## src/rtl/linear_sequencer_pkg.sv

```systemverilog
// linear_sequencer_pkg: fp32 word, vector/matrix shapes and sequencer FSM states
package linear_sequencer_pkg;
    localparam int DEF_SIZE = 4;
    typedef logic [31:0] fp32_t;
    typedef fp32_t [DEF_SIZE-1:0] vec_t;
    typedef fp32_t [DEF_SIZE-1:0][DEF_SIZE-1:0] mat_t;
    typedef enum logic [2:0] {IDLE, LOAD, RUN, CAPTURE, CLEAR, FINISH} state_t;
endpackage

```

## src/rtl/relu_vec.sv

```systemverilog
// relu_vec: sign-bit ReLU over a vector of fp32 words (negatives and -0.0 become +0.0)
// ports: x = input vector, y = clamped vector
module relu_vec import linear_sequencer_pkg::*; #(
    parameter int SIZE = 4
) (
    input  fp32_t [SIZE-1:0] x,
    output fp32_t [SIZE-1:0] y
);
    for (genvar i = 0; i < SIZE; i++) begin : g_el
        assign y[i] = x[i][31] ? '0 : x[i];
    end
endmodule

```

## src/rtl/linear_sequencer.sv

```systemverilog
// linear_sequencer: chains up to MAX_LAYERS passes of an external linear engine,
// streaming each layer's weights from a 1-cycle-latency ROM and applying optional ReLU
// between passes.
// ports: clk/rst (async active-low); start/num_layers/relu_en/data_in = run request;
// busy/done/error/data_out = run status and result; w_rd_en/w_addr/w_rdata = weight ROM;
// eng_* = linear engine control, operands and result.
module linear_sequencer import linear_sequencer_pkg::*; #(
    parameter int SIZE       = 4,
    parameter int MAX_LAYERS = 8,
    parameter int TIMEOUT    = 1024,
    localparam int LW        = $clog2(MAX_LAYERS + 1),
    localparam int AW        = $clog2(MAX_LAYERS * SIZE * SIZE)
) (
    input  logic                          clk,
    input  logic                          rst,
    input  logic                          start,
    input  logic [LW-1:0]                 num_layers,
    input  logic                          relu_en,
    input  fp32_t [SIZE-1:0]              data_in,
    output logic                          busy,
    output logic                          done,
    output logic                          error,
    output fp32_t [SIZE-1:0]              data_out,
    output logic                          w_rd_en,
    output logic [AW-1:0]                 w_addr,
    input  fp32_t                         w_rdata,
    output logic                          eng_rst,
    output logic                          eng_enable,
    output fp32_t [SIZE-1:0]              eng_data_in,
    output fp32_t [SIZE-1:0][SIZE-1:0]    eng_weights,
    input  logic                          eng_done,
    input  fp32_t [SIZE-1:0]              eng_data_out
);
    localparam int N  = SIZE * SIZE;
    localparam int CW = $clog2(N + 1);
    localparam int TW = $clog2(TIMEOUT + 1);

    state_t             state, next;
    logic [LW-1:0]      layer, nl;
    logic               relu;
    fp32_t [SIZE-1:0]   work, relu_out;
    fp32_t [N-1:0]      wts;
    logic [CW-1:0]      lcnt;
    logic [TW-1:0]      tcnt;
    logic               valid_start, last_pass, timeout;

    relu_vec #(.SIZE(SIZE)) u_relu (.x(eng_data_out), .y(relu_out));

    assign valid_start = start && num_layers != '0 && num_layers <= LW'(MAX_LAYERS);
    assign last_pass   = layer == nl - LW'(1);
    assign timeout     = tcnt == TW'(TIMEOUT - 1);
    assign done        = state == FINISH;
    assign eng_data_in = work;
    // flat row-major [in][out] storage maps directly onto the 2-D packed port
    assign eng_weights = wts;
    assign w_addr      = w_rd_en ? AW'(layer) * AW'(N) + AW'(lcnt) : '0;

    always_ff @(posedge clk or negedge rst) begin
        if (!rst) state <= IDLE;
        else      state <= next;
    end

    always_comb begin
        next       = state;
        busy       = 1'b1;
        eng_rst    = 1'b0;
        eng_enable = 1'b0;
        w_rd_en    = 1'b0;
        case (state)
            IDLE: begin
                busy    = 1'b0;
                eng_rst = 1'b1;
                if (valid_start) next = LOAD;
            end
            // reads on lcnt 0..N-1, last word lands on lcnt N
            LOAD: begin
                w_rd_en = lcnt != CW'(N);
                if (lcnt == CW'(N)) next = RUN;
            end
            RUN: begin
                eng_enable = 1'b1;
                if (eng_done)     next = CAPTURE;
                else if (timeout) next = IDLE;
            end
            CAPTURE: next = CLEAR;
            // hold the engine in reset until its done flag has dropped
            CLEAR: begin
                eng_rst = 1'b1;
                if (!eng_done) next = layer < nl ? LOAD : FINISH;
            end
            FINISH: begin
                busy    = 1'b0;
                eng_rst = 1'b1;
                next    = IDLE;
            end
            default: next = IDLE;
        endcase
    end

    always_ff @(posedge clk or negedge rst) begin
        if (!rst) begin
            layer    <= '0;
            nl       <= '0;
            relu     <= 1'b0;
            work     <= '0;
            data_out <= '0;
            wts      <= '0;
            lcnt     <= '0;
            tcnt     <= '0;
            error    <= 1'b0;
        end else begin
            error <= (state == IDLE && start && !valid_start) || (state == RUN && !eng_done && timeout);
            lcnt  <= state == LOAD ? lcnt + CW'(1) : '0;
            tcnt  <= state == RUN ? tcnt + TW'(1) : '0;
            if (state == IDLE && valid_start) begin
                work  <= data_in;
                nl    <= num_layers;
                relu  <= relu_en;
                layer <= '0;
            end
            if (state == CAPTURE) begin
                work  <= relu && !last_pass ? relu_out : eng_data_out;
                layer <= layer + LW'(1);
            end
            // latched on entry so the result is valid alongside the done pulse
            if (next == FINISH) data_out <= work;
            for (int k = 0; k < N; k++)
                if (state == LOAD && lcnt == CW'(k + 1)) wts[k] <= w_rdata;
        end
    end
endmodule

```

## config.mk

```make
export PLATFORM = sky130hd
export DESIGN_NAME = linear_sequencer
export DESIGN_NICKNAME = d
export VERILOG_FILES = /design/src/rtl/linear_sequencer_pkg.sv /design/src/rtl/relu_vec.sv /design/src/rtl/linear_sequencer.sv
export SDC_FILE = /design/constraint.sdc
export NUM_CORES = 1
export LEC_CHECK = 0
export ABC_AREA = 1
export BUFFER_PORTS_ARGS = -buffer_cell sky130_fd_sc_hd__buf_2
export CELL_PAD_IN_SITES_DETAIL_PLACEMENT = 1
export CELL_PAD_IN_SITES_GLOBAL_PLACEMENT = 1
export CORE_AREA = 5 5 415 417
export DETAILED_ROUTE_END_ITERATION = 10
export DIE_AREA = 0 0 420 422
export GPL_ROUTABILITY_DRIVEN = 0
export PLACE_DENSITY = 0.47
export SLEW_MARGIN = 20
export SYNTH_ARGS = -nofsm -noshare
export SYNTH_HDL_FRONTEND = slang
export SYNTH_SLANG_ARGS = --single-unit
```

## constraint.sdc

```tcl
create_clock -name clk -period 2.2 [get_ports clk]
set_input_delay 0.66 -clock clk [delete_from_list [all_inputs] [get_ports clk]]
set_output_delay 0.66 -clock clk [all_outputs]
set_load 0.1 [all_outputs]
```

==> Flow_metrics.wiki <==
{| class="wikitable"
! Metric !! Value
|-
| Residual overflow from global routing || 0
|-
| Antenna Nets Post-Route || 0
|-
| Area enclosed by the die boundary || roughly 0.18 mm2
|-
| TritonCTS Sinks || between 700 and 800
|-
| Nets in the synthesized netlist || roughly 3900
|-
| Setup clock skew after layout || around 26 ps
|-
| Count of standard-cell rows || approximately 150
|-
| Number of library cell types mapped by synthesis || 37
|-
| Synthesized area divided by synthesized cell count || 8.99 um2
|-
| Transition time of the tightest slew-check pin || a little over 700 ps
|-
| Maximum buffer depth of the clock tree || 3
|-
| Most used routing layer || met2
|-
| Tightest Hold Check Type || in2reg
|-
| Kind of capture point of the worst setup path || output port
|-
| Cell area after synthesis || around 0.032 mm2
|-
| Count of unresolved DRC violations after routing || 0
|-
| Leading post-synthesis cells by cell area || sky130_fd_sc_hd__dfrtp_1 (62%), sky130_fd_sc_hd__nand2_1 (13%), sky130_fd_sc_hd__o21ai_0 (5.6%)
|-
| Floorplan die height || 422 um
|-
| Detailed placement HPWL || about 130000 um
|-
| Violated checks || negative setup slack
|-
| Routed wire per std cell || 24.7 um
|-
| Wire length reported by the detailed router || around 170000 um
|-
| First-pass GRT wire length || 242000 um
|-
| Fin. max-slew vios || 0
|-
| Warning count from the yosys run || 0
|-
| Least setup slack across all paths after layout || -468 ps
|-
| Worst Path Required || about 1500 ps
|-
| Clock transition time at the flip-flop clock pins of the worst setup and hold paths || roughly 60 ps
|-
| Biggest fanout along the worst timing path || 3
|-
| H-tree levels || 3
|-
| Area Overhead vs Synth || 48.8%
|-
| Count of TritonRoute iterations in the first routing pass || 5
|-
| Fraction of layout cells with a size suffix above 1 || between 30% and 40%
|-
| Tmin final || roughly 2700 ps
|-
| Data arrival at the endpoint of the critical path || between 2000 and 2500 ps
|-
| Maximum operating frequency || around 370 MHz
|-
| Most common cell in the synthesized netlist || sky130_fd_sc_hd__nand2_1
|-
| Most numerous cell types in the synthesized netlist || sky130_fd_sc_hd__nand2_1 (1101), sky130_fd_sc_hd__dfrtp_1 (797), sky130_fd_sc_hd__o21ai_0 (359)
|-
| Share of Yosys cell area claimed by the top area cell type || 61.8%
|-
| Top FF cell, synth || sky130_fd_sc_hd__dfrtp_1
|-
| Via total after detailed routing || about 30000
|-
| Setup-violating endpoint count in the final report || 12
|-
| TritonCTS clock tree || yes
|-
| Number of hold violations in the final report || 0
|-
| Async S/R FF share, synth || between 90% and 100%
|-
| Total routing resource utilization after global routing || about a fifth
|-
| Cell accounting for the most synthesized area || sky130_fd_sc_hd__dfrtp_1
|-
| Layout Nets || 5064
|-
| Run status || finished with violations
|-
| Number of storage elements in the synthesis netlist || about 800
|-
| Met2 usage || 32.5%
|-
| Initial cell density of the core || 19.2%
|-
| Max-slew headroom at the worst pin || between 50% and 60%
|-
| Worst setup slack before clock tree synthesis || -219 ps
|-
| Number of enable flip-flop cells after synthesis || 0
|-
| GR met1 Demand/Resource || 23.1%
|-
| Post-Syn Instances || about 3600
|-
| Routed vias/inst || 4.22
|-
| Clock latency reported for the late side of the worst-skew pair || approximately 700 ps
|-
| Area of the placeable core || 0.168 mm2
|-
| Unrepaired setup endpoints after global routing || yes
|-
| Final total negative setup slack || -4620 ps
|-
| Kind of start point of the critical path || register
|-
| Met3 track utilization from global routing || 4.00%
|-
| Clock Tree Root || sky130_fd_sc_hd__clkbuf_16
|-
| Top-level port count || ~1100
|-
| Final period utilization || 121%
|-
| Number of antenna violations at the first check in global routing || 42
|-
| Largest net degree at the start of global routing || 102
|-
| Die span in x || 420 um
|-
| Port Buffers || roughly 1100
|-
| DR iter-0 viols || around 2000
|-
| Finished Core Util || 28.5%
|-
| Max-cap violations || 0
|-
| WS Path Type || reg2out
|-
| Sequential share of the synthesized area || between 60% and 70%
|-
| CTS Buf Count || between 100 and 150
|-
| Worst hold slack || about 200 ps
|-
| Vias in the first global route || approximately 31000
|}
[registers in the layout, summed over array words and instances (netlist names)]
name / flops
data_out: 128
nl: 4
state: 3
layer: 4
lcnt: 5
error: 1
eng_weights: 512
relu: 1
tcnt: 11
eng_data_in: 128
[what timing repair did]
item / in CTS / in global routing
hold buffers: 1 / 0
pin swaps: 7 / 12
setup endpoints to repair: 818 / 104
endpoints found under the hold margin: 19 / 0
resized for setup: 812 / 52
buffers inserted: 4 / 10
gates cloned: 0 / 8
[stage by stage]
step           instance area [um2]  cells
2_1_floorplan                32400   3590
3_3_place_gp                 42100   6846
3_5_place_dp                 42100   6846
4_1_cts                      47500   7026
5_1_grt                      48000   7052
6_report                     48000   7053
[placed cells by master, fill, tap and decap left out, types with 4 or more instances in the layout]
| cell | instances |
|---|---|
| sky130_fd_sc_hd__buf_12 | 80 |
| sky130_fd_sc_hd__diode_2 | 9 |
| sky130_fd_sc_hd__dfrtp_2 | 4 |
| sky130_fd_sc_hd__nand3b_1 | 4 |
| sky130_fd_sc_hd__clkbuf_16 | 111 |
| sky130_fd_sc_hd__nand4_4 | 5 |
| sky130_fd_sc_hd__nand2_1 | 1089 |
| sky130_fd_sc_hd__clkbuf_8 | 21 |
| sky130_fd_sc_hd__a21oi_2 | 47 |
| sky130_fd_sc_hd__nand4_1 | 4 |
| sky130_fd_sc_hd__nand3_4 | 7 |
| sky130_fd_sc_hd__nand3_1 | 268 |
| sky130_fd_sc_hd__dfrtp_1 | 793 |
| sky130_fd_sc_hd__buf_2 | 305 |
| sky130_fd_sc_hd__o21ai_0 | 358 |
| sky130_fd_sc_hd__or2_2 | 4 |
| sky130_fd_sc_hd__clkbuf_1 | 30 |
| sky130_fd_sc_hd__inv_6 | 4 |
| sky130_fd_sc_hd__nor2_4 | 12 |
| sky130_fd_sc_hd__clkbuf_4 | 8 |
| sky130_fd_sc_hd__ha_1 | 11 |
| sky130_fd_sc_hd__inv_1 | 309 |
| sky130_fd_sc_hd__inv_2 | 6 |
| sky130_fd_sc_hd__buf_6 | 34 |
| sky130_fd_sc_hd__o21ai_1 | 69 |
| sky130_fd_sc_hd__nor2_1 | 126 |
| sky130_fd_sc_hd__clkinv_2 | 8 |
| sky130_fd_sc_hd__nand2_4 | 4 |
| sky130_fd_sc_hd__a21oi_1 | 186 |
| sky130_fd_sc_hd__nand2_2 | 9 |
| sky130_fd_sc_hd__buf_4 | 861 |
| sky130_fd_sc_hd__clkinvlp_4 | 4 |
| sky130_fd_sc_hd__bufinv_16 | 4 |
[worst paths after layout]
path | from | end | slack (ps) | depth (start not counted)
max in group asynchronous | rst | eng_weights[240] | 810 | 3
hold reg to reg | data_out[55] | data_out[55] | 470 | 2
setup / recovery | lcnt[4] | w_addr[6] | -470 | 5
hold / removal | eng_data_out[57] | eng_data_in[57] | 200 | 3
min in group asynchronous | rst | eng_weights[42] | 530 | 2
setup reg to reg | layer[0] | eng_data_in[45] | 70 | 13
[worst max-delay path: stages (launching register included)]
cell	delay (ps)
sky130_fd_sc_hd__dfrtp_2	500
sky130_fd_sc_hd__ha_4	200
sky130_fd_sc_hd__ha_4	170
sky130_fd_sc_hd__xnor2_4	140
sky130_fd_sc_hd__nor2_4	120
sky130_fd_sc_hd__buf_12	180
[layout make-up]
class                   count  area [um2]
multi-input cells        2228       10400
clock inverters            23         303
repair buffers           1303       10400
inverters                 321        1230
flip-flops and latches    797       19900
well taps                2218        2780
clock buffers             154        2980
fillers                 19700      120000
diodes                      9        22.5
[cells by family (layout without fill, tap and decap cells)]
logic type	count (synthesis)	after routing	share of synthesized area, %
compound gates	665	665	10.7
buf+inv	565	1801	7.27
simple gates	1546	1546	19.6
flops	797	797	61.8
xor+xnor	3	3	0.0815
fa+ha+maj	14	14	0.543
other cells	0	9	0
[layer usage]
| layer | part of all wire, % | up-vias |
|---|---|---|
| li1 | - | 13700 |
| met4 | 3.9 | 22 |
| met3 | 5.0 | 246 |
| met1 | 42 | 15000 |
| met2 | 50 | 764 |
| met5 | 0.079 | - |
Power is not shown: default switching activity piles up to over one toggle a cycle in this logic, so the estimate is an artifact.
